## config.mk

```make
export PLATFORM = sky130hd
export DESIGN_NAME = modulo_contador_sync_param_updown
export DESIGN_NICKNAME = d
export VERILOG_FILES = /design/src/rtl/modulo_contador_sync_param_updown_pkg.sv /design/src/rtl/modulo_contador_sync_param_updown_prox_estado.sv /design/src/rtl/modulo_contador_sync_param_updown.sv
export SDC_FILE = /design/constraint.sdc
export NUM_CORES = 1
export LEC_CHECK = 0
export CELL_PAD_IN_SITES_DETAIL_PLACEMENT = 2
export CELL_PAD_IN_SITES_GLOBAL_PLACEMENT = 2
export CORE_MARGIN = 1.5
export CORE_UTILIZATION = 24
export CTS_CLUSTER_SIZE = 30
export DETAILED_ROUTE_END_ITERATION = 16
export PLACE_DENSITY_LB_ADDON = 0.08
export SETUP_SLACK_MARGIN = 0.1
export SLEW_MARGIN = 5
export SYNTH_ARGS = -nofsm -noshare
export SYNTH_HDL_FRONTEND = slang
export SYNTH_HIERARCHICAL = 1
export SYNTH_SLANG_ARGS = --single-unit
```

## constraint.sdc

```tcl
create_clock -name i_clock -period 2.43 [get_ports i_clock]
set_input_delay 0.3645 -clock i_clock [delete_from_list [all_inputs] [get_ports i_clock]]
set_output_delay 0.3645 -clock i_clock [all_outputs]
set_load 0.05 [all_outputs]
```

## src/rtl/modulo_contador_sync_param_updown_pkg.sv

```systemverilog
// Shared definitions for the parametrised up/down modulo counter:
// direction encodings and the parameter-legality helper.
package modulo_contador_sync_param_updown_pkg;

  localparam logic CONT_UP   = 1'b1;
  localparam logic CONT_DOWN = 1'b0;

  // True when WIDTH/MODULO/RESET_VALUE describe a reachable, legal count sequence.
  function automatic bit params_ok(input int width, input int modulo, input int reset_value);
    longint mod_l;
    longint lim_l;
    mod_l = longint'(modulo);
    lim_l = longint'(1) << width;
    return (width >= 1) && (mod_l >= 2) && (mod_l <= lim_l) &&
           (reset_value >= 0) && (longint'(reset_value) < mod_l);
  endfunction

endpackage

```

## src/rtl/modulo_contador_sync_param_updown_prox_estado.sv

```systemverilog
// Combinational next-state for the modulo counter: load saturation, up/down
// step with wrap, terminal-count and wrap detection. Zero latency, no state.
module modulo_contador_sync_param_updown_prox_estado
  import modulo_contador_sync_param_updown_pkg::*;
#(
  parameter int WIDTH  = 4,
  parameter int MODULO = 16
) (
  input  logic [WIDTH-1:0] i_q,
  input  logic             i_enable,
  input  logic             i_up_down,
  input  logic             i_load,
  input  logic [WIDTH-1:0] i_load_value,
  output logic [WIDTH-1:0] o_q_next,
  output logic             o_wrap,
  output logic             o_terminal
);

  // One extra bit so MODULO == 2**WIDTH is representable in the range compares.
  localparam logic [WIDTH:0]   MOD_EXT = (WIDTH+1)'(MODULO);
  localparam logic [WIDTH-1:0] Q_MAX   = WIDTH'(MODULO - 1);

  logic w_q_valid;
  logic w_load_valid;
  logic w_at_max;
  logic w_at_zero;

  assign w_q_valid    = {1'b0, i_q} < MOD_EXT;
  assign w_load_valid = {1'b0, i_load_value} < MOD_EXT;
  assign w_at_max     = (i_q == Q_MAX);
  assign w_at_zero    = (i_q == '0);

  assign o_terminal = i_enable & ((i_up_down == CONT_DOWN) ? w_at_zero : w_at_max);

  always_comb begin
    o_q_next = i_q;
    o_wrap   = 1'b0;
    if (i_load) begin
      o_q_next = w_load_valid ? i_load_value : Q_MAX;
    end else if (i_enable) begin
      if (!w_q_valid) begin
        // Recovery from an out-of-range state: restart the sequence at zero.
        o_q_next = '0;
      end else if (i_up_down == CONT_UP) begin
        if (w_at_max) begin
          o_q_next = '0;
          o_wrap   = 1'b1;
        end else begin
          o_q_next = i_q + 1'b1;
        end
      end else begin
        if (w_at_zero) begin
          o_q_next = Q_MAX;
          o_wrap   = 1'b1;
        end else begin
          o_q_next = i_q - 1'b1;
        end
      end
    end
  end

endmodule

```

## src/rtl/modulo_contador_sync_param_updown.sv

```systemverilog
// Parametrised synchronous up/down modulo counter with parallel load and cascade
// terminal count; q and wrap_pulse are registered, terminal is combinational.
module modulo_contador_sync_param_updown
  import modulo_contador_sync_param_updown_pkg::*;
#(
  parameter int WIDTH       = 4,
  parameter int MODULO      = 16,
  parameter int RESET_VALUE = 0
) (
  input  logic             i_clock,
  input  logic             i_clear,
  input  logic             i_enable,
  input  logic             i_up_down,
  input  logic             i_load,
  input  logic [WIDTH-1:0] i_load_value,
  output logic [WIDTH-1:0] o_q,
  output logic             o_terminal,
  output logic             o_wrap_pulse
);

  localparam logic [WIDTH-1:0] RST_Q = WIDTH'(RESET_VALUE);

  generate
    if (!params_ok(WIDTH, MODULO, RESET_VALUE)) begin : g_bad_params
      $error("modulo_contador_sync_param_updown: illegal WIDTH/MODULO/RESET_VALUE");
    end
  endgenerate

  logic [WIDTH-1:0] r_q;
  logic             r_wrap_pulse;
  logic [WIDTH-1:0] w_q_next;
  logic             w_wrap;

  modulo_contador_sync_param_updown_prox_estado #(
    .WIDTH  (WIDTH),
    .MODULO (MODULO)
  ) u_prox_estado (
    .i_q          (r_q),
    .i_enable     (i_enable),
    .i_up_down    (i_up_down),
    .i_load       (i_load),
    .i_load_value (i_load_value),
    .o_q_next     (w_q_next),
    .o_wrap       (w_wrap),
    .o_terminal   (o_terminal)
  );

  always_ff @(posedge i_clock or negedge i_clear) begin
    if (!i_clear) begin
      r_q          <= RST_Q;
      r_wrap_pulse <= 1'b0;
    end else begin
      r_q          <= w_q_next;
      r_wrap_pulse <= w_wrap;
    end
  end

  assign o_q          = r_q;
  assign o_wrap_pulse = r_wrap_pulse;

endmodule

```

==> insert_results.sql <==
INSERT INTO impl_metrics (metric_group, metric, value, unit) VALUES
('sta', 'final_number_of_max_transition_violations', '0', ''),
('critical_path', 'cp_num_cells', '5', ''),
('floorplanning', 'io_pins', '15', ''),
('layout', 'post-route-cell-area', '553', 'um^2'),
('clock_network', 'clock_insertion_delay_worst_skew', '0.23', 'ns'),
('sta', 'period_minus_slack', '2.19', 'ns'),
('power', 'total_power', '332', 'uW'),
('global_routing', 'globalRouteMet1Util', '15.0', '%'),
('logic_synthesis', 'syn_area', '365', 'um^2'),
('global_routing', 'grt_start_max_net_pins', '11', ''),
('route', 'detail_route.wirelength', '992', 'um'),
('global_routing', 'grt_antenna_before_repair', '0', ''),
('placed_design', 'detailed_place.area', '527', 'um^2'),
('critical_path', 'gate_family_responsible_for_the_most_delay_along_the_worst_path', 'simple AND/OR/NAND/NOR gates', ''),
('critical_path', 'worstReg2RegStart', 'o_q[0]$_DFF_PN0_', ''),
('clock_network', 'cts.sink_count', '5', ''),
('power', 'worst_ir_drop_vdd', '0.285', 'mV'),
('sta', 'slew_of_the_pin_with_the_lowest_slew_margin', '0.499', 'ns'),
('run_status', 'run_status', 'finished, final reports clean', ''),
('critical_path', 'arrival', '1.83', 'ns'),
('sta', 'setup_violations', '0', ''),
('global_routing', 'grt.met2_usage', '23.1', '%'),
('critical_path', 'required', '2.07', 'ns'),
('critical_path', 'crit_path_end', 'o_terminal', ''),
('worst_hold_path', 'worst_hold_path_type', 'input pin to asynchronous set/reset pin', ''),
('global_routing', 'global_route.usage.total', '12.8', '%'),
('placed_design', 'post-dp-hpwl', '883', 'um'),
('floorplanning', 'area_of_the_die', '1770', 'um^2'),
('route', 'antenna_violating_nets_post_route', '0', ''),
('logic_synthesis', 'yosys_warnings', '6', ''),
('critical_path', 'category_of_the_most_critical_setup_path', 'register to output pin', ''),
('layout', 'seqCellArea', '125', 'um^2'),
('sta', 'final_critical_path_setup_slack', '0.237', 'ns'),
('route', 'drt_iter0_markers', '5', ''),
('power', 'power_density', '600', 'nW/um^2'),
('layout', 'multi_input_area', '218', 'um^2'),
('critical_path', 'critical_path_capture_point_type', 'output pin', ''),
('sta', 'finalClockSkew', '0.00168', 'ns'),
('global_routing', 'grt.busiest_layer', 'met2', ''),
('floorplanning', 'die_w', '42.0', 'um'),
('placed_design', 'routabilityCongestion', '0.678', ''),
('global_routing', 'grt_pass1_wl', '1700', 'um'),
('logic_synthesis', 'synth_seq_cells', '5', ''),
('layout', 'drive_gt1_share', '14.3', '%'),
('critical_path', 'worst_setup_path_startpoint', 'o_q[0]$_DFF_PN0_', ''),
('global_routing', 'first_global_vias', '384', ''),
('sta', 'post-route-period-util', '90.2', '%'),
('job', 'cap_violations', '0', ''),
('critical_path', 'ff2ff_path_depth', '5', ''),
('route', 'drt-wirelength-per-cell', '14.0', 'um'),
('layout', 'insertedDiodeCount', '0', ''),
('critical_path', 'max_fo_critical_path', '7', ''),
('placed_design', 'dp.cells', '67', ''),
('clock_network', 'cts_repair_resize_count', '0', ''),
('critical_path', 'regToRegEndpoint', 'o_q[0]$_DFF_PN0_', ''),
('logic_synthesis', 'synth_cell_types', '22', ''),
('logic_synthesis', 'synth_nets', '51', ''),
('clock_network', 'cts_htree_levels', '1', ''),
('sta', 'worst_hold_slack', '0.354', 'ns'),
('floorplanning', 'core_area', '1370', 'um^2'),
('critical_path', 'critPathLaunchType', 'register', ''),
('layout', 'synthToLayoutAreaGrowth', '51.4', '%'),
('critical_path', 'crit_path_cell_trace', 'inv_1, ha_1, or4b_4, a21boi_2, buf_12', ''),
('clock_network', 'clk_root_buffer_cell', 'clkbuf_4', ''),
('clock_network', 'holdBufCountCts', '0', ''),
('global_routing', 'globalRoute.totalOverflow', '0', ''),
('critical_path', 'setup.reg_to_reg.worst_slack', '0.73', 'ns'),
('layout', 'num-fill-cells', '163', ''),
('route', 'drt_drc_violations_left', '0', ''),
('route', 'vias', '341', ''),
('power', 'leakage', '0.235', 'nW');
## worst min-delay path by stage
stage | slack, ns | startpoint | cells past startpoint | end
floorplan | 0.07 | i_clear | 0 | o_q[0]$_DFF_PN0_
finish | 0.35 | i_clear | 1 | o_q[2]$_DFF_PN0_
global placement | 0.59 | i_clear | 1 | o_wrap_pulse$_DFF_PN0_
detailed placement | 0.61 | i_clear | 1 | o_q[2]$_DFF_PN0_
CTS | 0.35 | i_clear | 1 | o_q[2]$_DFF_PN0_
global route | 0.36 | i_clear | 1 | o_q[2]$_DFF_PN0_
## power by group
part	internal (mW)	switching, mW
Sequential	0.0928	0.0160
Combinational	0.0584	0.0739
Clock	0.0617	0.0288
Total	0.213	0.119
## area by class of cell
class                           count  share of cell area (%)
Inverter                            4                    2.71
Sequential cell                     5                    22.6
Multi-Input combinational cell     29                    39.4
Timing Repair Buffer               14                    27.1
Tap cell                           15                    3.39
Clock buffer                        4                    4.75
## per-layer routing
layer | share of wire [%] | wire length [um]
met4 | 0 | 0
met1 | 43 | 425
met5 | 0 | 0
met2 | 53 | 530
met3 | 3.7 | 37
## logic make-up (layout without fill, tap and decap cells)
group | after synthesis | in the layout | share of synthesized area (%)
AOI/OAI and AO/OA | 10 | 10 | 19.9
buffers and inverters | 6 | 22 | 6.16
xor gates and xnor gates | 3 | 3 | 7.19
and+or+nand+nor | 11 | 11 | 17.1
muxes | 3 | 3 | 8.56
DFF | 5 | 5 | 34.2
adders and majority gates | 2 | 2 | 6.85
## Yosys cell counts
library cell	n	area, um^2
a21boi_2	1	11.3
mux2i_1	2	20.0
xnor2_1	3	26.3
nor2b_1	1	6.26
nand4_1	1	6.26
a21oi_1	2	10.0
nor3_1	2	10.0
a311oi_1	1	8.76
inv_1	4	15.0
dfrtp_1	5	125
nor2_1	1	3.75
buf_1	1	3.75
a21boi_0	1	7.51
nand2_1	4	15.0
o21ai_0	3	15.0
a21o_1	1	7.51
clkbuf_1	1	3.75
mux2_2	1	11.3
ha_1	2	25.0
o41a_2	1	12.5
or4_1	1	7.51
or4b_4	1	13.8
## state kept, by name, indices dropped and copies added (netlist names)
| signal | count |
|---|---|
| o_q | 4 |
| o_wrap_pulse | 1 |
## worst register-to-register path: stages, from the launching register on
cell and delay, ns:
dfrtp_1 0.45, inv_1 0.11, ha_1 0.17, or4b_4 0.48, a311oi_1 0.31, a21o_1 0.12
(Power assumes the default switching activity.)
